<file path="config.mk">
export PLATFORM = sky130hd
export DESIGN_NAME = parity_check_bank
export DESIGN_NICKNAME = d
export VERILOG_FILES = /design/src/rtl/parity_check_bank.sv
export SDC_FILE = /design/constraint.sdc
export NUM_CORES = 1
export LEC_CHECK = 0
export ABC_AREA = 1
export BUFFER_PORTS_ARGS = -buffer_cell sky130_fd_sc_hd__clkbuf_2
export CAP_MARGIN = 20
export CORE_AREA = 2 2 66 68
export CTS_CLUSTER_DIAMETER = 200
export CTS_CLUSTER_SIZE = 20
export DETAILED_ROUTE_END_ITERATION = 10
export DIE_AREA = 0 0 68 70
export PLACE_DENSITY = 0.78
export SLEW_MARGIN = 5
export SYNTH_ARGS = -nofsm -noshare
export SYNTH_HDL_FRONTEND = slang
export SYNTH_SLANG_ARGS = --single-unit
</file>
<file path="constraint.sdc">
create_clock -name clk -period 2 [get_ports clk]
set_input_delay 0.4 -clock clk [delete_from_list [all_inputs] [get_ports clk]]
set_output_delay 0.4 -clock clk [all_outputs]
set_load 0.02 [all_outputs]
</file>
<file path="src/rtl/parity_check_bank.sv">
// Receive-side parity checker: recomputes per-lane parity from the shared byte and
// per-lane 2-bit fields, flags mismatches and escalates to FAULT after THRESH bad beats.
module parity_check_bank #(
    parameter int LANES  = 8,
    parameter int CNT_W  = 8,
    parameter int THRESH = 4,
    localparam int LW    = (LANES > 1) ? $clog2(LANES) : 1
) (
    input  logic                 clk,
    input  logic                 rst_n,
    input  logic                 in_valid,
    input  logic [7:0]           allbits,
    input  logic [2*LANES-1:0]   onebit,
    input  logic [LANES-1:0]     bitin,
    input  logic                 clr,
    output logic                 out_valid,
    output logic [LANES-1:0]     err_vec,
    output logic [LANES-1:0]     err_sticky,
    output logic [CNT_W-1:0]     err_cnt,
    output logic [LW-1:0]        first_lane,
    output logic                 first_vld,
    output logic                 fault
);

    localparam logic [CNT_W-1:0] CNT_MAX  = {CNT_W{1'b1}};
    localparam logic [CNT_W-1:0] CNT_ONE  = CNT_W'(1);
    localparam logic [CNT_W-1:0] THRESH_C = CNT_W'(THRESH);

    typedef enum logic [0:0] {
        ST_OK    = 1'b0,
        ST_FAULT = 1'b1
    } state_t;

    function automatic logic lane_parity(input logic [1:0] field, input logic [7:0] data);
        return (^field) ^ (^data);
    endfunction

    logic [LANES-1:0] mismatch_s;
    logic [LW-1:0]    low_idx_s;
    logic             err_beat_s;

    logic             valid_q;
    logic [LANES-1:0] err_vec_q, err_vec_d;
    logic [LANES-1:0] sticky_q, sticky_d;
    logic [CNT_W-1:0] cnt_q, cnt_d;
    logic [LW-1:0]    first_lane_q, first_lane_d;
    logic             first_vld_q, first_vld_d;
    state_t           state_q;
    logic             fault_q;

    // Per-lane mismatch and the lowest failing lane index (scan high to low, last hit wins).
    always_comb begin
        mismatch_s = '0;
        low_idx_s  = '0;
        for (int i = 0; i < LANES; i++) begin
            mismatch_s[i] = bitin[i] ^ lane_parity(onebit[2*i +: 2], allbits);
        end
        for (int i = LANES - 1; i >= 0; i--) begin
            low_idx_s = mismatch_s[i] ? LW'(i) : low_idx_s;
        end
        err_beat_s = in_valid & (|mismatch_s);
    end

    // Next-state for status registers; clr wins over accumulation of a same-cycle beat.
    always_comb begin
        err_vec_d    = in_valid ? mismatch_s : '0;
        sticky_d     = sticky_q;
        cnt_d        = cnt_q;
        first_lane_d = first_lane_q;
        first_vld_d  = first_vld_q;
        if (clr) begin
            sticky_d     = '0;
            cnt_d        = '0;
            first_lane_d = '0;
            first_vld_d  = 1'b0;
        end else if (err_beat_s) begin
            sticky_d = sticky_q | mismatch_s;
            cnt_d    = (cnt_q == CNT_MAX) ? cnt_q : (cnt_q + CNT_ONE);
            if (!first_vld_q) begin
                first_lane_d = low_idx_s;
                first_vld_d  = 1'b1;
            end else begin
                first_lane_d = first_lane_q;
                first_vld_d  = first_vld_q;
            end
        end else begin
            sticky_d = sticky_q;
            cnt_d    = cnt_q;
        end
    end

    // Datapath and status registers.
    always_ff @(posedge clk or negedge rst_n) begin
        if (!rst_n) begin
            valid_q      <= 1'b0;
            err_vec_q    <= '0;
            sticky_q     <= '0;
            cnt_q        <= '0;
            first_lane_q <= '0;
            first_vld_q  <= 1'b0;
        end else begin
            valid_q      <= in_valid;
            err_vec_q    <= err_vec_d;
            sticky_q     <= sticky_d;
            cnt_q        <= cnt_d;
            first_lane_q <= first_lane_d;
            first_vld_q  <= first_vld_d;
        end
    end

    // OK/FAULT state machine; fault rises on the same edge the counter reaches THRESH.
    always_ff @(posedge clk or negedge rst_n) begin
        if (!rst_n) begin
            state_q <= ST_OK;
            fault_q <= 1'b0;
        end else begin
            case (state_q)
                ST_OK: begin
                    if (!clr && err_beat_s && (cnt_d >= THRESH_C)) begin
                        state_q <= ST_FAULT;
                        fault_q <= 1'b1;
                    end else begin
                        state_q <= ST_OK;
                        fault_q <= 1'b0;
                    end
                end
                ST_FAULT: begin
                    if (clr) begin
                        state_q <= ST_OK;
                        fault_q <= 1'b0;
                    end else begin
                        state_q <= ST_FAULT;
                        fault_q <= 1'b1;
                    end
                end
                default: begin
                    state_q <= ST_OK;
                    fault_q <= 1'b0;
                end
            endcase
        end
    end

    assign out_valid  = valid_q;
    assign err_vec    = err_vec_q;
    assign err_sticky = sticky_q;
    assign err_cnt    = cnt_q;
    assign first_lane = first_lane_q;
    assign first_vld  = first_vld_q;
    assign fault      = fault_q;

endmodule
</file>
==> impl_results.md <==
* Arrival time worst endpoint at about 2.1 ns
* Max-Cap Viols at 0
* Antenna diodes at 0
* Outcome: finished, final reports clean
* Top delay family on crit path: simple AND/OR/NAND/NOR gates
* Final Hold Vio Count at 0
* Crit path kind: reg -> reg
* Main synth FF type: dfrtp_1
* Largest net degree at the start of global routing at 31
* CTS Root Cell: clkbuf_8
* RSZ-0062 raised after global routing: yes
* First-pass GRT wire length at 7830 um
* Rel. slew slack at around half
* Crit path launch type: flip-flop
* Final weighted congestion in routability-driven placement at between 0.8 and 0.9
* Flops & latches, synth at 30
* Finished Layout Cells at about 420
* Tcrit/Tclk final at just under 100%
* Mapped cell area at 1980 um2
* Die area at 4760 um2
* FF-to-FF setup slack at about 0.04 ns
* Fmax at about 0.51 GHz
* Reg2reg end: fault$_DFF_PN0_
* Vias per inst at about 4.8
* Number of CTS-inserted buffers at 5
* Initial Util at around 48%
* P per Cell Area at between 700 and 800 nW/um2
* CP max stage delay at ~0.35 ns
* CTS tree: built
* Final ANT Viol Nets at 0
* CTS Sinks at 30
* Initial DRC Count at 134
* CP endpoint: fault$_DFF_PN0_
* Total global routing overflow at 0
* CP max-delay cell: dfrtp_1
* Number of enable flip-flop cells after synthesis at 0
* Die Width at just under 70 um
* Count of cell types in the netlist at 26
* Area delta synth->final at 36.4%
* Yosys warns at 0
* Hold crit path type: in -> async
* Via count of the first global-routing pass at 1954
* Clk Latency, worst-skew pair at between 0.2 and 0.3 ns
* Hold_ws at approximately 0.16 ns
* Placed wire-length estimate at between 3000 and 4000 um
* Filler Cells Inserted at between 300 and 400
* FF/Latch Area at approximately 750 um2
* Clk buf depth at 2
* Core area at between 4000 and 5000 um2
* Critical R2R Launch: err_cnt[0]$_DFF_PN0_
* Most frequent CP cell: nand2_1
* Final Power at between 0.0015 and 0.002 W
* I/O Buffers at 65
* Total vias in the final route at roughly 2000
* DRC Markers at 0
* Hold buffers post-CTS at 0
* Buffers & Inverters on Critical Path at 2
* Row count at 24
* I/O pin count at 66
* Fin util at approximately two thirds
* Seq/Total Area, Yosys at around 38%
* Crit path depth at 14
* Critical path endpoint category: flip-flop
* Peak VDD IR at approximately 0.00023 V
* Reg2reg path depth at 14
* Crit path launch: err_cnt[0]$_DFF_PN0_
* Gate count of the mapped netlist at 279
* H-tree depth at 2
* Multi-input logic area at about 1100 um2
* Net Count, Synth at between 300 and 400
* Post-Route Skew at approximately 0.0053 ns
* Initial antenna violation count at 0
* Final Critical Period at ~2.0 ns
* Async set-reset flop share out of synthesis at 100%
* Pre-antenna DRT Iters at 6
* Clock transition at path regs at ~0.06 ns
* CP cell instances: ha_1, nand2_1, inv_1, nand4_1, nor2_1, inv_1, o21ai_0, nand3_1, nand3_1, nand2_1, nor2_1, nand2_1, nand2_1, nand2_1
* Syn_area_per_cell at about 7.1 um2
* GRT Overall Usage at 21.3%
* Ratio of cells with drive above 1 in the final layout at a little over a third
* Die H at about 70 um
* Crit Path Max Fanout at 2
* Worst Tran Pin Value at between 0.7 and 0.8 ns
* Leak at roughly 1.6 nW
* Routed WL at 4760 um
* Wire per inst at approximately 11 um
* CP Data Required Time at between 2 and 2.5 ns
* Layout Nets at about 400
* Placed cells at 410
* # setup viols final at 0
* Final Max Tran Viols at 0
==> registers in the layout, indices dropped and copies added (netlist names) <==
register    cells
err_cnt         8
err_sticky      8
err_vec         8
first_lane      3
fault           1
first_vld       1
out_valid       1
==> final cells by class <==
type                       instances  share of cell area (%)
tap                               52                    2.41
timing repair buffer              85                    18.1
inverter                          38                    5.37
clock buffer                       8                    4.08
sequential                        30                    27.8
multi-input combinational        210                    42.3
==> worst reg2reg max path: stages, from the launching register on <==
cell and delay (ns):
dfrtp_1 0.35, ha_1 0.18, nand2_1 0.08, inv_1 0.09, nand4_1 0.11, nor2_1 0.13
inv_1 0.09, o21ai_0 0.22, nand3_1 0.14, nand3_1 0.14, nand2_1 0.07, nor2_1 0.09
nand2_1 0.05, nand2_1 0.06, nand2_1 0.04
==> cell usage after synthesis (all sizes together) (2+ instances only) <==
cell type  count  area, um2
nand3b         9       67.6
nor2          23        104
o21ai         15       78.8
xnor2          7       61.3
nand4          2       12.5
dfrtp         30        751
inv           38        143
nand3         14       70.1
xor2          10       87.6
a21oi          4       20.0
nand2        119        521
==> power breakdown <==
part	leakage, nW	total [W]	internal, W	switching, W
Sequential	0.389	0.000707	0.000670	0.0000368
Clock	0.0575	0.000563	0.000347	0.000216
Combinational	1.11	0.000654	0.000259	0.000395
Total	1.56	0.00192	0.00128	0.000648
==> metal layers <==
layer	global-route usage, %	vias to the layer above	part of all wire [%]
met5	0	-	0
met4	9.78	0	2.4
met3	4.51	11	4.7
met2	37.0	63	52
met1	24.2	907	40
li1	-	1048	-
==> cell usage in the layout (no fill, tap or decap), types with 8 or more instances in the layout <==
cell type,synthesis,routed
buf_4,0,19
clkbuf_2,0,65
clkbuf_8,0,8
dfrtp_1,30,30
inv_1,35,30
nand2_1,103,95
nand2_2,11,20
nand3_1,14,11
nand3b_1,9,9
nor2_1,20,18
o21ai_0,14,14
xor2_1,10,10
==> logic make-up (layout without fill, tap and decap cells) <==
logic type / count (synthesis) / after routing / share of synthesized area (%)
xor+xnor: 17 / 17 / 7.52
fa+ha+maj: 1 / 1 / 0.632
flops: 30 / 30 / 37.9
compound gates: 23 / 23 / 6.89
simple gates: 168 / 169 / 39.4
buf+inv: 40 / 131 / 7.64
==> what timing repair did <==
action / CTS / global route
resized for setup: 0 / 22
endpoints found under the setup margin: 0 / 7
buffers inserted: 0 / 4
==> stage by stage <==
stage	instance area, um2	TNS [ns]	setup slack [ns]
after floorplan	1980	0	0.0938
after global placement	2480	-0.273	-0.146
after detailed placement	2480	-1.31	-0.206
after CTS	2590	0	0.0154
after global routing	2700	-0.380	-0.169
final	2700	0	0.0398
==> how the worst min path moves through the flow <==
stage / start / to / slack [ns] / cells after the start
global placement: rst_n / err_cnt[4]$_DFF_PN0_ / 0.48 / 1
finish: rst_n / err_cnt[5]$_DFF_PN0_ / 0.16 / 1
detailed placement: fault$_DFF_PN0_ / fault$_DFF_PN0_ / 0.48 / 2
global route: rst_n / err_cnt[3]$_DFF_PN0_ / 0.23 / 1
CTS: rst_n / err_cnt[3]$_DFF_PN0_ / 0.18 / 1
floorplan: rst_n / err_cnt[0]$_DFF_PN0_ / 0.10 / 0
(Power assumes the default switching activity.)
